--- src/rtl/sif_fifo_complex_half_fp.sv ---
// rtl/sif_fifo_complex_half_fp.sv - elastic FWFT FIFO for complex half-FP sample pairs
//
// Sits behind the complex half-FP add/sub stage and absorbs its S stream so
// the adder keeps running while the next butterfly stage or write-back stalls.
// Each entry holds one real word and one imaginary word, stored and emitted
// together. Data bits pass through untouched (NaN/Inf patterns included).
//
// Ports:
//   clk           in   clock, rising edge
//   rst           in   synchronous active-high reset
//   in_vld        in   upstream valid (adder S_vld)
//   in_real_dat   in   real word pushed with in_vld
//   in_img_dat    in   imaginary word pushed with in_vld
//   in_rdy        out  FIFO can accept (adder S_rdy); registered state only
//   out_vld       out  head entry valid
//   out_real_dat  out  head real word (first-word-fall-through)
//   out_img_dat   out  head imaginary word (first-word-fall-through)
//   out_rdy       in   downstream accepts
//   count         out  occupancy 0..DEPTH
//   almost_full   out  count >= AFULL_LVL
//
// Build option:
//   SIF_FIFO_CPLX_BYPASS_EN  when defined, an empty FIFO forwards in_* to
//                            out_* combinationally; a word taken on that same
//                            cycle is never written to storage.

module sif_fifo_complex_half_fp #(
    parameter int WIDTH     = 16,
    parameter int DEPTH     = 8,
    parameter int AFULL_LVL = 6
) (
    input  logic                     clk,
    input  logic                     rst,
    input  logic                     in_vld,
    input  logic [WIDTH-1:0]         in_real_dat,
    input  logic [WIDTH-1:0]         in_img_dat,
    output logic                     in_rdy,
    output logic                     out_vld,
    output logic [WIDTH-1:0]         out_real_dat,
    output logic [WIDTH-1:0]         out_img_dat,
    input  logic                     out_rdy,
    output logic [$clog2(DEPTH):0]   count,
    output logic                     almost_full
);

    localparam int AW = $clog2(DEPTH);
    localparam int PW = AW + 1;

    localparam logic [PW-1:0] DEPTH_C = PW'(DEPTH);
    localparam logic [PW-1:0] AFULL_C = PW'(AFULL_LVL);
    localparam logic [PW-1:0] ONE_C   = PW'(1);

    // Storage: real and imag halves share one write enable and one index,
    // so a pair can never be split across entries.
    logic [WIDTH-1:0] mem_real [DEPTH];
    logic [WIDTH-1:0] mem_img  [DEPTH];

    // Pointers carry a wrap bit above the index bits.
    logic [PW-1:0] wr_ptr;
    logic [PW-1:0] rd_ptr;
    logic [AW-1:0] wr_idx;
    logic [AW-1:0] rd_idx;

    logic          fifo_vld;
    logic          push;
    logic          pop;
    logic [WIDTH-1:0] head_real;
    logic [WIDTH-1:0] head_img;

    assign wr_idx = wr_ptr[AW-1:0];
    assign rd_idx = rd_ptr[AW-1:0];

    // Flow control comes from the count register only, so in_rdy has no
    // combinational dependence on out_rdy. A full FIFO popping this cycle
    // therefore refuses the push and reopens on the following cycle.
    assign fifo_vld    = (count != '0);
    assign in_rdy      = (count != DEPTH_C);
    assign almost_full = (count >= AFULL_C);

    assign head_real = mem_real[rd_idx];
    assign head_img  = mem_img[rd_idx];

`ifdef SIF_FIFO_CPLX_BYPASS_EN
    logic bypass;

    // Empty with a word arriving: present it immediately. If the consumer
    // takes it now it never touches storage; otherwise it is pushed as usual.
    assign bypass       = ~fifo_vld & in_vld;
    assign out_vld      = fifo_vld | bypass;
    assign out_real_dat = bypass ? in_real_dat : head_real;
    assign out_img_dat  = bypass ? in_img_dat  : head_img;
    assign push         = in_vld & in_rdy & ~(bypass & out_rdy);
    assign pop          = fifo_vld & out_rdy;
`else
    assign out_vld      = fifo_vld;
    assign out_real_dat = head_real;
    assign out_img_dat  = head_img;
    assign push         = in_vld & in_rdy;
    assign pop          = fifo_vld & out_rdy;
`endif

    // Pointer and occupancy state.
    always_ff @(posedge clk) begin
        if (rst) begin
            wr_ptr <= '0;
            rd_ptr <= '0;
            count  <= '0;
        end else begin
            if (push) begin
                wr_ptr <= wr_ptr + ONE_C;
            end
            if (pop) begin
                rd_ptr <= rd_ptr + ONE_C;
            end
            case ({push, pop})
                2'b10:   count <= count + ONE_C;
                2'b01:   count <= count - ONE_C;
                default: count <= count;
            endcase
        end
    end

    // Entry 0 is cleared on reset so the head reads as zero straight out of
    // reset; the remaining entries are always written before they are read.
    always_ff @(posedge clk) begin
        if (rst) begin
            mem_real[0] <= '0;
            mem_img[0]  <= '0;
        end else if (push) begin
            mem_real[wr_idx] <= in_real_dat;
            mem_img[wr_idx]  <= in_img_dat;
        end
    end

endmodule

--- config.mk ---
export PLATFORM = sky130hd
export DESIGN_NAME = sif_fifo_complex_half_fp
export DESIGN_NICKNAME = d
export VERILOG_FILES = /design/src/rtl/sif_fifo_complex_half_fp.sv
export SDC_FILE = /design/constraint.sdc
export NUM_CORES = 1
export LEC_CHECK = 0
export BUFFER_PORTS_ARGS = -buffer_cell sky130_fd_sc_hd__buf_2
export CAP_MARGIN = 20
export CORE_MARGIN = 2
export CORE_UTILIZATION = 40
export CTS_BUF_LIST = sky130_fd_sc_hd__clkbuf_8
export DETAILED_ROUTE_END_ITERATION = 12
export GPL_TIMING_DRIVEN = 0
export PLACE_DENSITY = 0.62
export SETUP_SLACK_MARGIN = 0.05
export SYNTH_ARGS = -nofsm -noshare
export SYNTH_HDL_FRONTEND = slang
export SYNTH_SLANG_ARGS = --single-unit
--- constraint.sdc ---
create_clock -name clk -period 5.62 [get_ports clk]
set_clock_uncertainty 0.15 [all_clocks]
set_input_delay 1.124 -clock clk [delete_from_list [all_inputs] [get_ports clk]]
set_output_delay 1.124 -clock clk [all_outputs]
set_load 0.03 [all_outputs]
==> impl_metrics.env <==
export IMPL_result_of_the_run="finished clean"
export IMPL_powerDensity_nw_per_um2=414.9
export IMPL_worst_case_headroom_to_the_max_slew_limit_pct=37.79
export IMPL_groute_usage_overall_pct=15.63
export IMPL_final_util_pct=47.58
export IMPL_wl_per_cell_um=21.73
export IMPL_syn_nets=524
export IMPL_clock_tree_from_tritoncts="built"
export IMPL_viasPerCell=5.154
export IMPL_antenna_found_initial=0
export IMPL_drt_first_iter_violations=414
export IMPL_yosys_register_bits=269
export IMPL_crit_path_max_fanout=10
export IMPL_die_x_um=166.2
export IMPL_clock_tree_root_cell="clkbuf_8"
export IMPL_final_design_area_no_fill_um2=12330
export IMPL_holdBufCountCts=0
export IMPL_fin_nets=668
export IMPL_post_route_period_util_pct=74.73
export IMPL_timing_final_setup_violations=0
export IMPL_detailed_place_area_um2=11640
export IMPL_post_cts_resized=0
export IMPL_cts_setup_buffers=0
export IMPL_drive_gt1_share_pct=45.22
export IMPL_clkSlewWorstSetupHoldPaths_ns=0.06
export IMPL_share_of_synthesized_flip_flops_with_an_asynchronous_set_or_reset_pct=0
export IMPL_setup_total_negative_slack_ns=0
export IMPL_synth_cell_types=29
export IMPL_area_growth_syn_to_layout_pct=17.20
export IMPL_placement_rows=59
export IMPL_cap_violations=0
export IMPL_grt_setup_unrepaired="false"
export IMPL_syn_area_um2=10520
export IMPL_synth_top_area_share_pct=73.08
export IMPL_gpl_final_weighted_congestion=0.7509
export IMPL_count_of_boundary_i_o_pins=75
export IMPL_dr_total_vias=5066
export IMPL_p_leak_nw=4.251
export IMPL_antennaDiodeCount=0
export IMPL_syn_inst=482
export IMPL_hold_path_class="flip-flop to flip-flop"
export IMPL_synth_ff_type="edfxtp_1"
export IMPL_first_pass_iters=4
export IMPL_max_freq_mhz=238.1
export IMPL_h_tree_depth=2
export IMPL_number_of_global_route_vias_before_repair=5479
export IMPL_start_util_pct=40.60
export IMPL_worstPathArrival_ns=2.93
export IMPL_synth_yosys_seq_area_share_pct=75.56
export IMPL_vdd_drop_max_uv=215.4
export IMPL_clock_path_buffers=3
export IMPL_number_of_failing_hold_endpoints_at_the_final_stage=0
export IMPL_post_synth_edffs=256
export IMPL_floorplan_core_area_um2=25910
export IMPL_worstSetupPathType="flip-flop to output pin"
export IMPL_syn_mean_instance_area_um2=21.82
export IMPL_detail_route_drc_violations=0
export IMPL_fp_dieArea_um2=27610
export IMPL_drt_antenna_violating_nets=0
export IMPL_clk_latency_ns=0.52
export IMPL_grt_ovfl_total=0
export IMPL_hold_slack_ns=0.3496
export IMPL_clkSinkCount=269
export IMPL_worst_setup_path_end_kind="output pin"
export IMPL_ys_warn_count=0
export IMPL_grt_start_max_net_pins=22
export IMPL_setup_worst_path_start_class="flip-flop"
export IMPL_totalWireLength_um=21360
export IMPL_hpwlAfterDp_um=13990
export IMPL_synth_top_cell_by_area="edfxtp_1"
export IMPL_die_h_um=166.2
export IMPL_report_final_slew_viol_count=0
export IMPL_filler_cell_count=2145
export IMPL_timing_final_crit_period_ns=4.200
export IMPL_measured_slew_at_the_worst_slew_check_pin_ns=0.9231
export IMPL_port_buffers=74
export IMPL_report_power_total_w=0.005115
export IMPL_grt_first_pass_wirelength_um=32510
export IMPL_timing_critical_path_required_ns=4.35
export IMPL_synth_area_leaders="edfxtp_1 73%, mux4_2 14%, mux2_2 3.4%"
export IMPL_tritoncts_num_buffers=41
-- worst paths after layout --
kind | start | end | slack, ns | depth (start not counted)
hold reg to reg | rd_ptr[1] | rd_ptr[1] | 0.35 | 2
setup / recovery | flip-flop | out_img_dat[7] | 1.42 | 5
setup reg to reg | count[0] | count[3] | 2.71 | 9
hold / removal | rd_ptr[1] | rd_ptr[1] | 0.35 | 2
-- area by class of cell --
cell class,count,area (um^2),share of cell area (%)
Sequential cell,269,7948,64.47
Multi-Input combinational cell,185,2487,20.18
Timing Repair Buffer,101,651.9,5.288
Clock buffer,43,591.8,4.801
Tap cell,335,419.2,3.400
Buffer,23,118.9,0.9642
Clock inverter,22,92.59,0.7510
Inverter,5,18.77,0.1522
-- where the power goes --
part	internal [W]	switching, W
clock network	0.000701	0.000690
logic	0.000606	0.000782
registers	0.00230	0.0000408
total	0.00360	0.00151
-- Yosys cell counts (2+ instances only) --
cell type,count
inv_1,5
and2_4,24
clkbuf_1,11
ha_1,5
or4_1,2
nor2_1,13
and2_1,8
buf_6,3
mux4_2,64
nand2_1,5
nand2b_1,2
nor4_1,3
nand3_1,5
buf_2,8
edfxtp_1,256
dfxtp_1,13
xor2_1,6
a21oi_1,7
mux2_2,32
-- per-layer routing --
| metal | wire length [um] | global-route usage [%] |
|---|---|---|
| met1 | 9437 | 21.26 |
| met2 | 10510 | 25.74 |
| met3 | 982 | 3.027 |
| met4 | 429 | 4.839 |
| met5 | 0 | 0 |
-- stage by stage --
step           cells  setup WS, ns
2_1_floorplan    482        0.4246
3_3_place_gp     891        -3.167
3_5_place_dp     918         1.893
4_1_cts          983         1.328
5_1_grt          983         1.246
6_report         983         1.420
-- logic make-up (layout without fill, tap and decap cells) --
logic type               Yosys count  count (layout)  synth area share (%)
flip-flops                       269             269                 75.56
multiplexers                      96              96                 17.13
AO/OA/AOI/OAI                     10              10                0.5591
adder cells (fa/ha/maj)            6               6                0.7851
XOR/XNOR                           6               6                0.4996
AND/OR/NAND/NOR                   67              67                 4.163
buffers and inverters             28             194                 1.308
-- sequential cells by signal (all words and copies together), names as in the netlist, named ones only --
signal,count
mem_img,128
mem_real,128
count,4
rd_ptr,3
wr_ptr,3
-- critical path: stages, from the launching register on --
cell,delay [ns]
dfxtp_1,0.33
clkbuf_1,0.49
clkbuf_1,0.70
mux4_2,0.43
mux2_2,0.28
buf_2,0.18
-- layout by cell type (no fill, tap or decap), types with 3 or more instances in the layout --
| cell | count |
|---|---|
| clkinv_2 | 8 |
| dfxtp_1 | 13 |
| edfxtp_1 | 256 |
| nor4_2 | 3 |
| inv_1 | 14 |
| nor2_4 | 3 |
| buf_4 | 19 |
| buf_2 | 82 |
| and2_4 | 24 |
| mux4_2 | 64 |
| a21oi_1 | 7 |
| mux2_2 | 32 |
| nor2_1 | 10 |
| nand2_1 | 5 |
| buf_6 | 6 |
| clkbuf_1 | 11 |
| nand3_1 | 5 |
| clkbuf_8 | 43 |
| clkinv_1 | 5 |
| ha_1 | 5 |
| and2_1 | 8 |
| xor2_1 | 6 |
(Power assumes the default switching activity.)
